--- config.mk ---
export PLATFORM = sky130hd
export DESIGN_NAME = wb_arbiter
export DESIGN_NICKNAME = d
export VERILOG_FILES = /design/src/rtl/wb_arbiter_pkg.sv /design/src/rtl/sync_fifo.sv /design/src/rtl/wb_arbiter.sv
export SDC_FILE = /design/constraint.sdc
export NUM_CORES = 1
export LEC_CHECK = 0
export CAP_MARGIN = 10
export CORE_ASPECT_RATIO = 0.8
export CORE_MARGIN = 5
export CORE_UTILIZATION = 47
export CTS_CLUSTER_DIAMETER = 100
export CTS_CLUSTER_SIZE = 8
export DETAILED_ROUTE_END_ITERATION = 8
export PLACE_DENSITY = 0.82
export SLEW_MARGIN = 25
export SYNTH_ARGS = -nofsm -noshare
export SYNTH_HDL_FRONTEND = slang
export SYNTH_SLANG_ARGS = --single-unit
--- constraint.sdc ---
create_clock -name clk -period 2.4 [get_ports clk]
set_clock_uncertainty 0.15 [all_clocks]
set_input_delay 0.48 -clock clk [delete_from_list [all_inputs] [get_ports clk]]
set_output_delay 0.48 -clock clk [all_outputs]
set_load 0.1 [all_outputs]
--- src/rtl/wb_arbiter_pkg.sv ---
// wb_arbiter_pkg: shared widths, writeback request type and register one-hot helper
package wb_arbiter_pkg;
  localparam int XLEN = 32;
  localparam int REG_ADDR_W = 5;
  localparam int NUM_REGS = 32;
  typedef struct packed {
    logic [REG_ADDR_W-1:0] rd;
    logic [XLEN-1:0]       data;
  } wb_req_t;
  function automatic logic [NUM_REGS-1:0] reg_bit(input logic [REG_ADDR_W-1:0] r);
    return NUM_REGS'(1) << r;
  endfunction
endpackage

--- src/rtl/sync_fifo.sv ---
// sync_fifo: power-of-two synchronous FIFO with occupancy count
// Ports: clk/reset (async, active-high); push/din write, pop/dout read (dout is the head, show-ahead);
// full/empty flags; count = occupancy. Push when full and pop when empty are ignored.
module sync_fifo #(
  parameter int W = 37,
  parameter int DEPTH = 4
) (
  input  logic                     clk,
  input  logic                     reset,
  input  logic                     push,
  input  logic                     pop,
  input  logic [W-1:0]             din,
  output logic [W-1:0]             dout,
  output logic                     full,
  output logic                     empty,
  output logic [$clog2(DEPTH):0]   count
);
  localparam int AW = $clog2(DEPTH);
  logic [W-1:0] mem [DEPTH];
  logic [AW-1:0] wp, rp;
  logic do_push, do_pop;
  assign full = count == (AW+1)'(DEPTH);
  assign empty = count == '0;
  assign do_push = push & ~full;
  assign do_pop = pop & ~empty;
  assign dout = mem[rp];
  always_ff @(posedge clk or posedge reset)
    if (reset) begin
      wp <= '0;
      rp <= '0;
      count <= '0;
    end else begin
      if (do_push) wp <= wp + 1'b1;
      if (do_pop) rp <= rp + 1'b1;
      count <= count + (AW+1)'(do_push) - (AW+1)'(do_pop);
    end
  always_ff @(posedge clk)
    if (do_push) mem[wp] <= din;
endmodule

--- src/rtl/wb_arbiter.sv ---
// wb_arbiter: register-file write port arbiter merging core and accelerator writebacks
// Ports: clk/reset (async, active-high); core_we/core_rd/core_data core writeback (top priority);
// acc_issue/acc_issue_rd mark a pending destination; acc_valid/acc_ready/acc_rd/acc_data accelerator results;
// write_reg/rd/data_in registered reg_file write; pending scoreboard; drain_req FIFO full; fifo_count occupancy.
module wb_arbiter
  import wb_arbiter_pkg::*;
#(
  parameter int XLEN = wb_arbiter_pkg::XLEN,
  parameter int DEPTH = 4
) (
  input  logic                    clk,
  input  logic                    reset,
  input  logic                    core_we,
  input  logic [REG_ADDR_W-1:0]   core_rd,
  input  logic [XLEN-1:0]         core_data,
  input  logic                    acc_issue,
  input  logic [REG_ADDR_W-1:0]   acc_issue_rd,
  input  logic                    acc_valid,
  output logic                    acc_ready,
  input  logic [REG_ADDR_W-1:0]   acc_rd,
  input  logic [XLEN-1:0]         acc_data,
  output logic                    write_reg,
  output logic [REG_ADDR_W-1:0]   rd,
  output logic [XLEN-1:0]         data_in,
  output logic [NUM_REGS-1:0]     pending,
  output logic                    drain_req,
  output logic [$clog2(DEPTH):0]  fifo_count
);
  localparam int CW = $clog2(DEPTH) + 1;
  logic core_win, push, pop, full, empty;
  logic [REG_ADDR_W+XLEN-1:0] head;
  logic [REG_ADDR_W-1:0] head_rd;
  logic [XLEN-1:0] head_data;
  logic [CW-1:0] count_nxt;
  logic [NUM_REGS-1:0] set_mask, clr_mask;
  sync_fifo #(.W(REG_ADDR_W + XLEN), .DEPTH(DEPTH)) u_fifo (
    .clk(clk), .reset(reset), .push(push), .pop(pop), .din({acc_rd, acc_data}),
    .dout(head), .full(full), .empty(empty), .count(fifo_count)
  );
  assign head_rd = head[REG_ADDR_W+XLEN-1:XLEN];
  assign head_data = head[XLEN-1:0];
  assign acc_ready = ~reset & ~full;
  assign core_win = core_we & (core_rd != '0);
  assign pop = ~core_win & ~empty;
  // x0 results complete the handshake but are never stored
  assign push = acc_valid & acc_ready & (acc_rd != '0);
  assign count_nxt = fifo_count + CW'(push) - CW'(pop);
  assign set_mask = (acc_issue && acc_issue_rd != '0) ? reg_bit(acc_issue_rd) : '0;
  assign clr_mask = pop ? reg_bit(head_rd) : '0;
  always_ff @(posedge clk or posedge reset)
    if (reset) begin
      write_reg <= 1'b0;
      rd <= '0;
      data_in <= '0;
      pending <= '0;
      drain_req <= 1'b0;
    end else begin
      write_reg <= core_win | pop;
      if (core_win | pop) rd <= core_win ? core_rd : head_rd;
      if (core_win | pop) data_in <= core_win ? core_data : head_data;
      // set after clear: a newly issued op to the same register stays outstanding
      pending <= (pending & ~clr_mask) | set_mask;
      drain_req <= count_nxt == CW'(DEPTH);
    end
endmodule
## Word level (Yosys, flattened, before mapping)

Memories as Yosys holds them, arrays and structs flattened.
Index checks and enable logic that the tools add are counted.

| word-level totals | value |
|---|---|
| register bits | 78 |
| memory bits (writable) | 148 |
| input bits | 84 |
| output and inout port bits | 75 |
| memories kept | 1 |

Memory list:

| name | words | width | read ports | clocked after memory_dff | wr ports | line | text |
|---|---|---|---|---|---|---|---|
| u_fifo.mem | 4 | 37 | 1 | 0 | 1 | sync_fifo.sv:19 | `logic [W-1:0] mem [DEPTH];` |

| cells by class | value |
|---|---|
| add/subtract/negate cells | 6 |
| equality and inequality tests | 2 |
| shifts and indexed selects | 2 |
| muxes and demuxes | 6 |
| bitwise operators | 15 |
| reduce and logical (&&, ||, !) cells | 5 |

Operators with widths:

| kind | count |
|---|---|
| 2-to-1 mux 32 bit | 3 |
| left shift 1 x 5 -> 32 bit, first input constant | 2 |
| AND 32 bit | 1 |
| inverter 32 bit | 1 |
| OR 32 bit | 1 |
| nonzero test 5 bit | 3 |
| AND 1 bit | 7 |
| adder 3 x 1 -> 3 bit | 2 |
| equality test 3 bit, second input constant | 2 |
| subtractor 3 x 1 -> 3 bit | 2 |
| 2-to-1 mux 5 bit | 1 |
| adder 2 x 1 -> 2 bit, second input constant | 2 |
| inverter 1 bit | 4 |
| logical NOT 3 bit | 1 |
| 2-to-1 mux 1 bit | 2 |
| logical AND 1 bit | 1 |
| OR 1 bit | 1 |

## Longest topological paths before layout

| logic depth | value |
|---|---|
| word-level depth | 8 |
| depth in mapped cells | 9 |

## Hierarchy

Synthesis repeated with hierarchy kept, for this count alone.

| unflattened totals | value |
|---|---|
| cell total of the unflattened synthesis | 541 |
| area, all modules | 9,481.6 um^2 |

Modules (own cells, without submodules):

| module | times used | cells each | area each (um^2) | seq. area each (um^2) |
|---|---|---|---|---|
| sync_fifo | 1 | 235 | 5,800.6 | 4,619.4 |
| wb_arbiter | 1 | 306 | 3,681.0 | 1,776.7 |

## Worst setup path after synthesis

No wires, ideal clock.

| timing path | value |
|---|---|
| path kind | register to register |
| start | register u_fifo.count[1] |
| end | memory u_fifo.mem[0][0] (enable) |
| library setup time | 0.398 ns |
| data arrival time | 4.149 ns |
| data required time | 1.852 ns |
| path slack | -2.296 ns |
| stages on the path, launching flop included | 5 |
| clock period less this slack | 4.696 ns |
| path through | dfrtp_1 > nor2_1 > a21oi_1 > o311a_1 > and2_1 |

| between the ends | value |
|---|---|
| word-level cells in the longest chain between the ends | 8 |

RTL lines:

| element | line | text |
|---|---|---|
| start: declaration | sync_fifo.sv:16 | `output logic [$clog2(DEPTH):0] count` |
| start signal: assignment | sync_fifo.sv:35 | `count <= count + (AW+1)'(do_push) - (AW+1)'(do_pop);` |
| equality test 3 bit | sync_fifo.sv:22 | `assign full = count == (AW+1)'(DEPTH);` |
| inverter 1 bit | wb_arbiter.sv:42 | `assign acc_ready = ~reset & ~full;` |
| AND 1 bit | wb_arbiter.sv:42 |  |
| named net acc_ready | wb_arbiter.sv:19 | `output logic acc_ready,` |
| AND 1 bit (2 in series) | wb_arbiter.sv:46 | `assign push = acc_valid & acc_ready & (acc_rd != '0);` |
| AND 1 bit | sync_fifo.sv:24 | `assign do_push = push & ~full;` |
| named net u_fifo.do_push | sync_fifo.sv:21 | `logic do_push, do_pop;` |
| 2-to-1 mux 1 bit | sync_fifo.sv:38 | `if (do_push) mem[wp] <= din;` |
| 2-to-1 mux 1 bit (implied by the code) | sync_fifo.sv:38 |  |
| end: declaration | sync_fifo.sv:19 |  |

The timed path passes the listed nets, and every way through them passes these cells.

## Worst setup path after layout

| timing path | value |
|---|---|
| start | register u_fifo.rp[0] |
| end | register pending[13] |

| between the ends | value |
|---|---|
| word-level cells in the longest chain between the ends | 6 |

RTL lines:

| element | line | text |
|---|---|---|
| start: declaration | sync_fifo.sv:20 | `logic [AW-1:0] wp, rp;` |
| start signal: assignment | sync_fifo.sv:34 | `if (do_pop) rp <= rp + 1'b1;` |
| memory read (4 x 37 bit) | - |  |
| left shift 1 x 5 -> 32 bit | wb_arbiter_pkg.sv:11 | `return NUM_REGS'(1) << r;` |
| 2-to-1 mux 32 bit | wb_arbiter.sv:49 | `assign clr_mask = pop ? reg_bit(head_rd) : '0;` |
| inverter 32 bit | wb_arbiter.sv:62 | `pending <= (pending & ~clr_mask) \| set_mask;` |
| AND 32 bit | wb_arbiter.sv:62 |  |
| OR 32 bit | wb_arbiter.sv:62 |  |
| end signal: assignment | wb_arbiter.sv:62 |  |
| end: declaration | wb_arbiter.sv:25 | `output logic [NUM_REGS-1:0] pending,` |

No other way between the ends.
A chain may end at the register's enable or synchronous reset.

==> flow_summary.ini <==
[critical_path]
path_buf_inv = 1
critPathMaxStageDelay_ns = 0.54
arrival_ns = 2.49
path_class = flip-flop to flip-flop
cp.depth = 5
reg2reg_depth = 5
critPathTopFamily = multiplexers
path_cells = mux4_2 -> or4_1 -> buf_4 -> o31ai_2 -> o21ai_0
cp-end-kind = flip-flop
crit_path_max_fanout = 16
cp-start-kind = flip-flop
critPathSlowestCell = mux4_2
cp.required_ns = 2.59

[die]
die_width_um = 165
initial_core_util = 0.476
core-area_um2 = 18900
die_h_um = 134
rows = 45
die_area_um2 = 22100
num_io_pins = 159

[clock_network]
clockBufferDepth = 3
cts_tree = built
htree_levels = 2
root_buffer = clkbuf_16
insertion_delay_ns = 0.48
clock-sinks = 226
path_clk_slew_ns = 0.05
numCtsBuffers = 34

[power]
cellLeakagePower_nw = 4.64
net-switching-power_w = 0.00800
peakVddDrop_mv = 1.27
p_per_area_nw_per_um2 = 1510
p_sw_frac = 0.441
pwr-share-clk = 0.242
p_int_w = 0.0101
p_seq_frac = 0.304
pwr-share-comb = 0.454
power_w = 0.0181

[synthesis]
syn_avg_cell_area_um2 = 16.8
seq_area_frac_synth = 0.710
yosysTopAreaCellShare = 0.493
syn_nets = 629
synth_most_common_cell = edfxtp_1
dominantRegCellSynth = edfxtp_1
ys_seq_elements = 226
yosysTopAreaCell = edfxtp_1
synth_edf_count = 148
synth_cell_types = 39
synth_commonest_cells = 148 x edfxtp_1, 78 x dfrtp_1, 39 x nor2_1, 37 x mux4_2, 37 x o31ai_1
netlist_top_cells_area = edfxtp_1 49%, dfrtp_1 22%, mux4_2 9.2%
async_flop_share = 0.345
syn_area_um2 = 9010
syn-instance-count = 536
yosys_warnings = 0

[place]
dpl.cell_count = 956
post_dp_cell_area_um2 = 11000
post-place-ws_ns = -0.661
post-dp-hpwl_mm = 13.5
io_buffers = 158
place_congestion = 0.849

[detailed_routing]
drc = 0
dr.pass1.iters = 4
first_iter_violations = 314
antenna_left = 0
avgRoutedWirePerCell_um = 20.2
routed-via-count = 5573
wl_mm = 20.5
avgViaCountPerCell = 5.47

[global_routing]
antenna_found_initial = 0
grt_max_degree = 53
grt_overflow = 0
grt_use_total = 0.185
grt_pass1_vias = 6107
grt_pass1_wl_mm = 32.1

[cells_and_area]
diodes = 0
layout.cells.non_filler = 1018
fin_nets = 829
stdcell_area_um2 = 12000
regMostFlops = u_fifo.mem
top_regs = u_fifo.mem x148, data_in x32, pending x32
fill_cells = 1355
area_growth_pct = 33.4
largest_reg_flops = 148
drive_gt1_frac = 0.288

[sta]
worst_slack_ns = 0.0953
period_share = 0.960
slew_headroom = 0.592
hold_violations = 0
rsz0062_at_grt = no
worst_slew_pin_slew_ns = 0.611
period_minus_slack_ns = 2.30
max_freq_mhz = 434
setup_violations = 0
drv_slew = 0

[run_status]
status = completed

[run]
drv_cap = 0

[worst_hold_path]
hold_path_depth = 4
hold_path.class = primary input to flip-flop
==> layout make-up <==
type                    instances  area [um2]  share of cell area
clock buffers                  59        1010              0.0839
inverters                       8        33.8             0.00281
clock inverters                 1        8.76            0.000728
multi-input cells             271        2530               0.210
well taps                     258         323              0.0268
repair buffers                195        1720               0.143
flip-flops and latches        226        6410               0.533
==> cell usage in the layout, fill, tap and decap left out, types with 2 or more instances in the layout <==
cell type	netlist	final
mux2i_1	35	35
buf_4	1	109
clkdlybuf4s50_1	0	80
nand2_1	10	10
xnor2_1	3	3
edfxtp_1	148	148
nand3b_1	4	4
clkbuf_16	0	37
mux4_2	37	37
a21oi_1	36	35
clkbuf_1	18	22
mux2_2	3	3
dlymetal6s2s_1	0	3
dfrtp_4	0	2
o31ai_1	37	36
o31ai_2	5	5
ha_1	7	7
fa_2	0	2
o21ai_1	3	5
nand2b_1	6	5
dfrtp_1	78	73
o31a_1	2	2
or2_1	1	2
xor2_1	3	3
a22o_1	2	2
buf_12	0	3
dfrtp_2	0	3
o21ai_0	16	14
and2_4	0	4
nor2_1	39	38
inv_1	8	6
or3_1	3	2
nand3_1	2	2
==> power by group through the flow <==
stage                     registers (W)  logic, W  clock network, W
final                           0.00551   0.00824           0.00440
after global routing            0.00557   0.00862           0.00469
after CTS                       0.00549   0.00828           0.00448
after detailed placement        0.00556   0.00820                 0
after global placement          0.00549   0.00801                 0
after floorplan                 0.00921   0.00250                 0
==> cell families after synthesis <==
kind of cell,share of synthesized area
AO/OA/AOI/OAI,0.0752
flip-flops,0.710
AND/OR/NAND/NOR,0.0408
buffers and inverters,0.0192
multiplexers,0.135
XOR/XNOR,0.00583
adder cells (fa/ha/maj),0.0142
==> repair_timing <==
item | CTS | global route
setup endpoints to repair | 7 | 9
hold buffers | 0 | 0
pin swaps | 0 | 3
resized for setup | 3 | 11
buffers inserted | 2 | 0
==> layer usage <==
layer  part of all wire  wire (um)  global-route usage
met1               0.41       8360               0.238
met2               0.50      10200               0.315
met3              0.076       1560              0.0479
met4              0.019        390              0.0513
met5                  0          0                   0
==> stage by stage <==
stage / setup TNS (ns) / util / hold slack [ns]
finish: 0 / 0.636 / 0.269
global route: 0 / 0.636 / 0.301
CTS: -0.0273 / 0.634 / 0.357
detailed placement: -44.70 / 0.579 / 0.347
global placement: -36.99 / 0.579 / 0.340
floorplan: -24.55 / - / 0.384
==> path summary, 6_finish.rpt <==
| path | from | to | slack, ns |
|---|---|---|---|
| worst max register to register | u_fifo.rp[0] | pending[13] | 0.1 |
| max in group asynchronous | reset | u_fifo.rp[0] | 1.29 |
| min in group asynchronous | reset | u_fifo.count[0] | 0.43 |
| worst min register to register | pending[0] | pending[0] | 0.36 |
| worst max-delay path | u_fifo.rp[0] | pending[13] | 0.1 |
| worst min-delay path | core_rd[0] | rd[0] | 0.27 |
==> worst min-delay path: cells and delay by family <==
family	cells	cell delay, ns
buffers and inverters	2	0.22
AOI/OAI and AO/OA	1	0.10
and+or+nand+nor	1	0.05
No activity file was read; power rests on OpenSTA's default activity.
